===== src/rtl/fir_display_pkg.sv =====
// ============================================================================
//  Module      : fir_display_pkg
//  Description : Shared types and constants for the FIR result display stage.
//  Revision    : 1.0  initial release
// ============================================================================
`default_nettype none

package fir_display_pkg;

    typedef enum logic [1:0] {
        ST_IDLE  = 2'd0,
        ST_SHIFT = 2'd1,
        ST_LATCH = 2'd2
    } disp_state_e;

    // Active-low segment patterns, bit order {g,f,e,d,c,b,a}
    localparam logic [6:0] SEG_0     = 7'b1000000;
    localparam logic [6:0] SEG_1     = 7'b1111001;
    localparam logic [6:0] SEG_2     = 7'b0100100;
    localparam logic [6:0] SEG_3     = 7'b0110000;
    localparam logic [6:0] SEG_4     = 7'b0011001;
    localparam logic [6:0] SEG_5     = 7'b0010010;
    localparam logic [6:0] SEG_6     = 7'b0000010;
    localparam logic [6:0] SEG_7     = 7'b1111000;
    localparam logic [6:0] SEG_8     = 7'b0000000;
    localparam logic [6:0] SEG_9     = 7'b0010000;
    localparam logic [6:0] SEG_BLANK = 7'h7F;

    localparam int DEFAULT_MAX_VAL = 999;

    // Double-dabble correction; a legal nibble is <= 9 so the carry never exists
    function automatic logic [3:0] add3_if_ge5(input logic [3:0] n);
        return (n >= 4'd5) ? n + 4'd3 : n;
    endfunction

endpackage

`default_nettype wire


===== src/rtl/seg7_decoder.sv =====
// ============================================================================
//  Module      : seg7_decoder
//  Description : BCD digit to active-low seven-segment map with blank input.
//  Revision    : 1.0  initial release
// ============================================================================
`default_nettype none

module seg7_decoder
    import fir_display_pkg::*;
(
    input  logic [3:0] bcd,
    input  logic       blank,
    output logic [6:0] seg
);

    always_comb begin
        seg = SEG_BLANK;
        if (!blank) begin
            case (bcd)
                4'd0:    seg = SEG_0;
                4'd1:    seg = SEG_1;
                4'd2:    seg = SEG_2;
                4'd3:    seg = SEG_3;
                4'd4:    seg = SEG_4;
                4'd5:    seg = SEG_5;
                4'd6:    seg = SEG_6;
                4'd7:    seg = SEG_7;
                4'd8:    seg = SEG_8;
                4'd9:    seg = SEG_9;
                default: seg = SEG_BLANK;
            endcase
        end
    end

endmodule

`default_nettype wire


===== src/rtl/fir_result_display.sv =====
// ============================================================================
//  Module      : fir_result_display
//  Description : Saturates a filtered sample to 0..MAX_VAL, converts it to BCD
//                by sequential double-dabble and drives three seven-segment
//                digits plus an overflow LED.
//                Optional macro FIR_DISPLAY_BLANK_LEADING_ZERO_EN blanks
//                leading zero digits on HEX2/HEX1.
//  Revision    : 1.0  initial release
// ============================================================================
`default_nettype none

module fir_result_display
    import fir_display_pkg::*;
#(
    parameter int DATA_W  = 10,
    parameter int MAX_VAL = DEFAULT_MAX_VAL
) (
    input  logic              CLOCK_50,
    input  logic              reset,
    input  logic [DATA_W-1:0] in_data,
    input  logic              in_valid,
    output logic              in_ready,
    output logic              busy,
    output logic [6:0]        HEX0,
    output logic [6:0]        HEX1,
    output logic [6:0]        HEX2,
    output logic              LEDG
);

    localparam int CNT_W = $clog2(DATA_W);

    localparam logic [1:0]        c_st_idle  = ST_IDLE;
    localparam logic [1:0]        c_st_shift = ST_SHIFT;
    localparam logic [1:0]        c_st_latch = ST_LATCH;
    localparam logic [DATA_W-1:0] c_max      = DATA_W'(MAX_VAL);
    localparam logic [CNT_W-1:0]  c_last     = CNT_W'(DATA_W - 1);

    logic [1:0]         r_state;
    logic [CNT_W-1:0]   r_cnt;
    logic [DATA_W-1:0]  r_sat;
    logic [11:0]        r_bcd;
    logic               r_ovf;

    logic               w_ovf;
    logic [11:0]        w_adj;
    logic [DATA_W+11:0] w_shift;
    logic               w_blank1;
    logic               w_blank2;
    logic [6:0]         w_seg0;
    logic [6:0]         w_seg1;
    logic [6:0]         w_seg2;

    assign in_ready = (r_state == c_st_idle);
    assign busy     = (r_state != c_st_idle);
    assign w_ovf    = (in_data > c_max);

    assign w_adj   = {add3_if_ge5(r_bcd[11:8]),
                      add3_if_ge5(r_bcd[7:4]),
                      add3_if_ge5(r_bcd[3:0])};
    assign w_shift = {w_adj, r_sat} << 1;

`ifdef FIR_DISPLAY_BLANK_LEADING_ZERO_EN
    localparam logic [6:0] c_hex_hi_rst = SEG_BLANK;
    assign w_blank2 = (r_bcd[11:8] == 4'd0);
    assign w_blank1 = w_blank2 && (r_bcd[7:4] == 4'd0);
`else
    localparam logic [6:0] c_hex_hi_rst = SEG_0;
    assign w_blank2 = 1'b0;
    assign w_blank1 = 1'b0;
`endif

    seg7_decoder u_dec0 (.bcd(r_bcd[3:0]),  .blank(1'b0),     .seg(w_seg0));
    seg7_decoder u_dec1 (.bcd(r_bcd[7:4]),  .blank(w_blank1), .seg(w_seg1));
    seg7_decoder u_dec2 (.bcd(r_bcd[11:8]), .blank(w_blank2), .seg(w_seg2));

    always_ff @(posedge CLOCK_50) begin
        if (reset) begin
            r_state <= c_st_idle;
            r_cnt   <= '0;
            r_sat   <= '0;
            r_bcd   <= '0;
            r_ovf   <= 1'b0;
            HEX0    <= SEG_0;
            HEX1    <= c_hex_hi_rst;
            HEX2    <= c_hex_hi_rst;
            LEDG    <= 1'b0;
        end else begin
            case (r_state)
                c_st_idle: begin
                    if (in_valid) begin
                        r_sat   <= w_ovf ? c_max : in_data;
                        r_ovf   <= w_ovf;
                        r_bcd   <= '0;
                        r_cnt   <= '0;
                        r_state <= c_st_shift;
                    end
                end
                c_st_shift: begin
                    r_bcd <= w_shift[DATA_W +: 12];
                    r_sat <= w_shift[DATA_W-1:0];
                    r_cnt <= r_cnt + 1'b1;
                    if (r_cnt == c_last) begin
                        r_state <= c_st_latch;
                    end
                end
                c_st_latch: begin
                    // Display registers only move here, so no partial BCD is ever shown
                    HEX0    <= w_seg0;
                    HEX1    <= w_seg1;
                    HEX2    <= w_seg2;
                    LEDG    <= r_ovf;
                    r_state <= c_st_idle;
                end
                default: begin
                    r_state <= c_st_idle;
                end
            endcase
        end
    end

endmodule

`default_nettype wire


===== config.mk =====
export PLATFORM = sky130hd
export DESIGN_NAME = fir_result_display
export DESIGN_NICKNAME = d
export VERILOG_FILES = /design/src/rtl/fir_display_pkg.sv /design/src/rtl/seg7_decoder.sv /design/src/rtl/fir_result_display.sv
export SDC_FILE = /design/constraint.sdc
export NUM_CORES = 1
export LEC_CHECK = 0
export ABC_AREA = 1
export BUFFER_PORTS_ARGS = -buffer_cell sky130_fd_sc_hd__buf_2
export CAP_MARGIN = 20
export CORE_MARGIN = 1
export CORE_UTILIZATION = 57
export CTS_CLUSTER_SIZE = 30
export DETAILED_ROUTE_END_ITERATION = 12
export GPL_ROUTABILITY_DRIVEN = 0
export HOLD_SLACK_MARGIN = 0.1
export PLACE_DENSITY = 0.76
export SLEW_MARGIN = 10
export SYNTH_ARGS = -nofsm -noshare
export SYNTH_HDL_FRONTEND = slang
export SYNTH_SLANG_ARGS = --single-unit

===== constraint.sdc =====
create_clock -name CLOCK_50 -period 1.6 [get_ports CLOCK_50]
set_input_delay 0.32 -clock CLOCK_50 [delete_from_list [all_inputs] [get_ports CLOCK_50]]
set_output_delay 0.32 -clock CLOCK_50 [all_outputs]
set_load 0.03 [all_outputs]

* Word-level counts from Yosys, hierarchy flattened
Memory sizes are Yosys's and may differ from the RTL's. A register that Yosys moved wholly into a read port is not among the register bits. Index checks and enable logic that the tools add are counted.
Storage, ports and cells: bits of input ports 13, bits in read-only memories 336, output and inout bits 24, logic and storage cells 41, flip-flop bits (word level) 30, memories 3
Cells by class: reduce and logical (&&, ||, !) cells 6, order comparisons 4, add/subtract/negate cells 4, eq/ne operators 5, muxes and demuxes 13
Memory list:
- (name not given) | depth 16, width 7, rd ports 1, clocked after Yosys merged registers in 1, write ports 0, line seg7_decoder.sv:19 | case (bcd)
- (name not given) | depth 16, width 7, rd ports 1, clocked after Yosys merged registers in 1, write ports 0, line seg7_decoder.sv:19
- (name not given) | depth 16, width 7, rd ports 1, clocked after Yosys merged registers in 1, write ports 0, line seg7_decoder.sv:19
Operators with widths (count):
- case mux 12 bit (2 select lines) | 1
- 2-to-1 mux 10 bit | 2
- case mux 10 bit (2 select lines) | 1
- >= comparator 4 x 3 -> 1 bit (second input constant) | 3
- 2-to-1 mux 12 bit | 1
- 2-to-1 mux 4 bit | 3
- greater-than comparator 10 bit (second input constant) | 1
- adder 4 x 2 -> 4 bit (second input constant) | 2
- case mux 4 bit (2 select lines) | 1
- AND reduction 2 bit | 3
- adder 4 x 1 -> 4 bit (second input constant) | 1
- == test 4 bit (second input constant) | 1
- 2-to-1 mux 2 bit | 2
- inequality test 2 bit (second input constant) | 2
- case mux 2 bit (2 select lines) | 1
- nonzero test 2 bit | 2
- adder 3 x 2 -> 3 bit (second input constant) | 1
- 2-to-1 mux 3 bit | 1
- == test 2 x 1 -> 1 bit (second input constant) | 1
- == test 2 bit (second input constant) | 1
- zero test 2 bit | 1

* Longest topological paths before layout
word-level depth 4, depth in mapped cells 8, mapped depth without buffers 8

* By module
A second synthesis with hierarchy kept.
Second synthesis, totals: cell total of the unflattened synthesis 431, area total of the unflattened synthesis 2922.8 µm²
Modules (own cells, without submodules):
- fir_result_display | instances 1, cells each 320, seq. area each 1021.0 µm², area an instance 2301.0 µm²
- seg7_decoder at u_dec1 ... | instances 2, cells each 37, seq. area each 0.0 µm², area an instance 209.0 µm²
- seg7_decoder at u_dec0 | instances 1, cells each 37, seq. area each 0.0 µm², area an instance 203.9 µm²

* Worst setup path after synthesis
OpenSTA, ideal clock, no wires.
path kind flip-flop to output port, start reg r_state[1], end out busy, arrival 1105 ps, path slack 175 ps, required time 1280 ps, cell stages (with the launch flop) 3, buffers on the path 0, path through dfxtp_1 -> nor2_1 -> inv_1
Between the ends: word-level cells in the longest chain between the ends 1
Ends and longest elaborated chain:
- from (decl) | line fir_result_display.sv:38 | logic [1:0] r_state;
- from (signal assigned) | line fir_result_display.sv:78 | r_state <= c_st_idle;
- from (signal assigned) | line fir_result_display.sv:95 | r_state <= c_st_shift;
- from (signal assigned) | line fir_result_display.sv:103 | r_state <= c_st_latch;
- nonzero test 2 bit | line fir_result_display.sv:54 | assign busy = (r_state != c_st_idle);
- to (decl) | line fir_result_display.sv:23 | output logic busy,
Every way passes these cells.

* Worst setup path in the final report
start reg r_bcd[1], end reg r_bcd[4]
Between the ends: word-level cells in the longest chain between the ends 3, elaborated cells between the ends (all ways) 4, classes of those cells add/sub: 1; order compare: 1; mux: 2
Ends and longest elaborated chain:
- from (decl) | line fir_result_display.sv:41 | logic [11:0] r_bcd;
- from (signal assigned) | line fir_result_display.sv:99 | r_bcd <= w_shift[DATA_W +: 12];
- adder 4 x 2 -> 4 bit / >= comparator 4 x 3 -> 1 bit (equally long branches) | line fir_display_pkg.sv:33 | return (n >= 4'd5) ? n + 4'd3 : n;
- 2-to-1 mux 4 bit * | line fir_display_pkg.sv:33
- case mux 12 bit (2 select lines) * | line fir_result_display.sv:88 | case (r_state)
Every way passes the cells marked *; elsewhere a longest branch is shown, timed or not. A chain may end at the register's enable or synchronous reset.

==> results.md <==
- CP arrival: 1.71 ns
- Critical Path Start Type: flip-flop
- Skew final: approximately 0.0071 ns
- Die height: ~70 µm
- Area contributors post-synth: dfxtp_1 (39%), nand2_1 (13%), o21ai_0 (9.0%), ha_1 (8.6%), nor2_1 (6.6%)
- Syn_nets: just over 400
- PostCTS Resize Cnt: 0
- LEAKAGE: ~1.5 nW
- Post-synthesis sequential area ratio: 39.06%
- Placed insts: ~470
- CP max stage delay: slightly above 0.4 ns
- CP Launch Point: r_bcd[1]
- Worst-Margin Slew: roughly 0.34 ns
- FF-to-FF End: r_bcd[4]
- Wire length on met2: 2824 µm
- Vias in the first global route: 2322
- CP Capture Type: flip-flop
- Die Area: 4860 µm²
- Avg WL per Cell: approximately 12 µm
- Peak fanout along the critical path: 6
- Crit-path cells: inv_1 -> ha_1 -> inv_1 -> o21ai_0 -> buf_4 -> o21ai_0 -> nand2_1 -> nand2_1
- Sink Count: 51
- Via count: around 2500
- CP Class: reg -> reg
- Hold depth: 5
- Met1 WL: roughly 2700 µm
- Synth cell types: 26
- Die Span X: between 60 and 70 µm
- First-pass GRT wire length: slightly above 10000 µm
- Post-CTS Setup Inserts: 0
- Non-filler cells, final: 479
- Initial antenna violation count: 0
- Worst min-delay path endpoint: r_sat[2]
- FF-to-FF setup slack: approximately 0.14 ns
- Cells after synthesis: approximately 380
- Post-layout worst setup margin: roughly 0.14 ns
- RSZ-0062 raised after global routing: no
- Pwr Density: ~750 nW/µm²
- Root buffer cell: clkbuf_8
- # setup viols final: 0
- Router iterations before antenna repair: 4
- GRT overflow: 0
- FF-to-FF path depth: 8
- Final Hold Vio Count: 0
- Remaining DRCs: 0
- Place WS: 0.1713 ns
- Post-synthesis cell area: between 2000 and 3000 µm²
- Gr usage total: between 20% and 30%
- DR WL met3: roughly 250 µm
- Critical Path RT: 1.84 ns
- Total Power: around 2.2 mW
- Async set-reset flop share out of synthesis: 0%
- Pin count of the biggest net entering global routing: 18
- Slowest cell on crit path: dfxtp_1
- P&R area growth vs syn: 14.46%
- Most frequent cells in the layout: nand2_1 (90), dfxtp_1 (51), o21ai_0 (47)
- Final wirelength: 5846 µm
- Synthesized area per cell: roughly 6.9 µm²
- PortBufs: 36
- Starting density of the core: 59.62%
- Slew margin rel.: 77.48%
- Hold crit path type: in -> reg
- Hold buffers post-CTS: 0
- DR vias/cell: roughly 5.3
- I/O pin count: 37
- Later-pin clock latency in the skew report: ~0.30 ns
- Largest area contributor in the netlist: dfxtp_1
- DR top layer: met4
- Final period util: approximately nine tenths
- Commonest non-fill, non-tap cell in the layout: nand2_1
- Post-DP HPWL: around 4400 µm
- Fin. max-slew vios: 0
- Sum of negative setup slack: 0 ns
- FF+latch count, synth: 51
- Final net count: 459
- EDFF count, synth: 0
- Status: complete, no violations
- Max-cap viol count: 0
- Worst VDD drop: about 0.00040 V
- DRT iter0 DRCs: approximately 130
- Main synth FF type: dfxtp_1
- Min Tclk post-route: ~1.5 ns
- Max clock buf depth: 2
- Row count: 24
- Startpoint of the worst hold path: in_data[2]
- TritonCTS Buffers: 5
- Share of cells above drive strength 1: 15.22%
- Synth warn: 0
- Routed Antenna Nets: 0
- Worst reg2reg startpoint: r_bcd[1]
- Total inserted antenna cells: 0
- Synth top area share: approximately two fifths
- Max Fclk: around 0.68 GHz
- CTS tree: built
- Clk slew on worst S/H paths: roughly 0.080 ns
- Core area: roughly 4400 µm²
- H-tree lvl count: 2
==> routing by layer <==
| layer | up-vias | global-route usage [%] |
|---|---|---|
| met5 | - | 0 |
| met4 | 0 | 6.444 |
| met3 | 5 | 4.506 |
| met2 | 56 | 44.98 |
| met1 | 1151 | 32.23 |
| li1 | 1312 | - |
==> per-stage QoR <==
step,util (%),instance area (µm²),hold WS [ns]
2_1_floorplan,-,2614,0.4286
3_3_place_gp,66.58,2919,0.4578
3_5_place_dp,66.58,2919,0.4656
4_1_cts,68.24,2992,0.2964
5_1_grt,68.24,2992,0.3087
6_report,68.24,2992,0.2976
==> state kept, by name, summed over array words and instances (netlist names) <==
name     cells
HEX0         7
HEX1         7
HEX2         7
LEDG         1
r_bcd       12
r_cnt        4
r_ovf        1
r_sat       10
r_state      2
==> cell usage after synthesis, types with 2 or more instances <==
master	number
ha_1	18
nand2_1	90
o21bai_1	2
o21ai_1	2
nor2_1	46
inv_1	43
dfxtp_1	51
a31oi_1	5
nor3b_1	2
nor3_1	3
buf_4	3
a22oi_1	2
o21ai_0	47
a21oi_1	26
buf_2	5
nand3_1	21
inv_2	4
==> cells by family (layout without fill, tap and decap cells) <==
family,Yosys count,after routing,synth area share [%]
flops,51,51,39.06
fa+ha+maj,18,18,8.617
buf+inv,58,106,9.334
compound gates,87,87,17.57
simple gates,165,165,25.42
==> layout make-up <==
type / instances / area [µm²]
fill: 405 / 1393
multi-input combinational: 270 / 1349
sequential: 51 / 1021
timing repair buffer: 53 / 307.8
inverter: 47 / 176.4
clock buffer: 6 / 72.57
tap: 52 / 65.06
==> power breakdown <==
| part | internal, mW | switching (mW) | total [mW] |
|---|---|---|---|
| Sequential | 1.30 | 0.0203 | 1.32 |
| Combinational | 0.0820 | 0.141 | 0.223 |
| Clock | 0.293 | 0.392 | 0.684 |
| Total | 1.68 | 0.553 | 2.23 |
==> worst max path at each step <==
stage / end / slack (ns) / depth (start not counted)
after floorplan: busy / 0.18 / 2
after global placement: r_bcd[4] / 0.27 / 8
after detailed placement: r_bcd[4] / 0.17 / 8
final: r_bcd[4] / 0.14 / 8
after CTS: r_bcd[4] / 0.15 / 8
after global routing: r_bcd[5] / 0.04 / 9
==> critical path, delay by kind of cell, from the launching register on <==
kind	cells	cell delay, ns
AO/OA/AOI/OAI	2	0.26
AND/OR/NAND/NOR	2	0.13
flip-flops	1	0.41
adder cells (fa/ha/maj)	1	0.24
buffers and inverters	3	0.37
(Power assumes the default switching activity.)
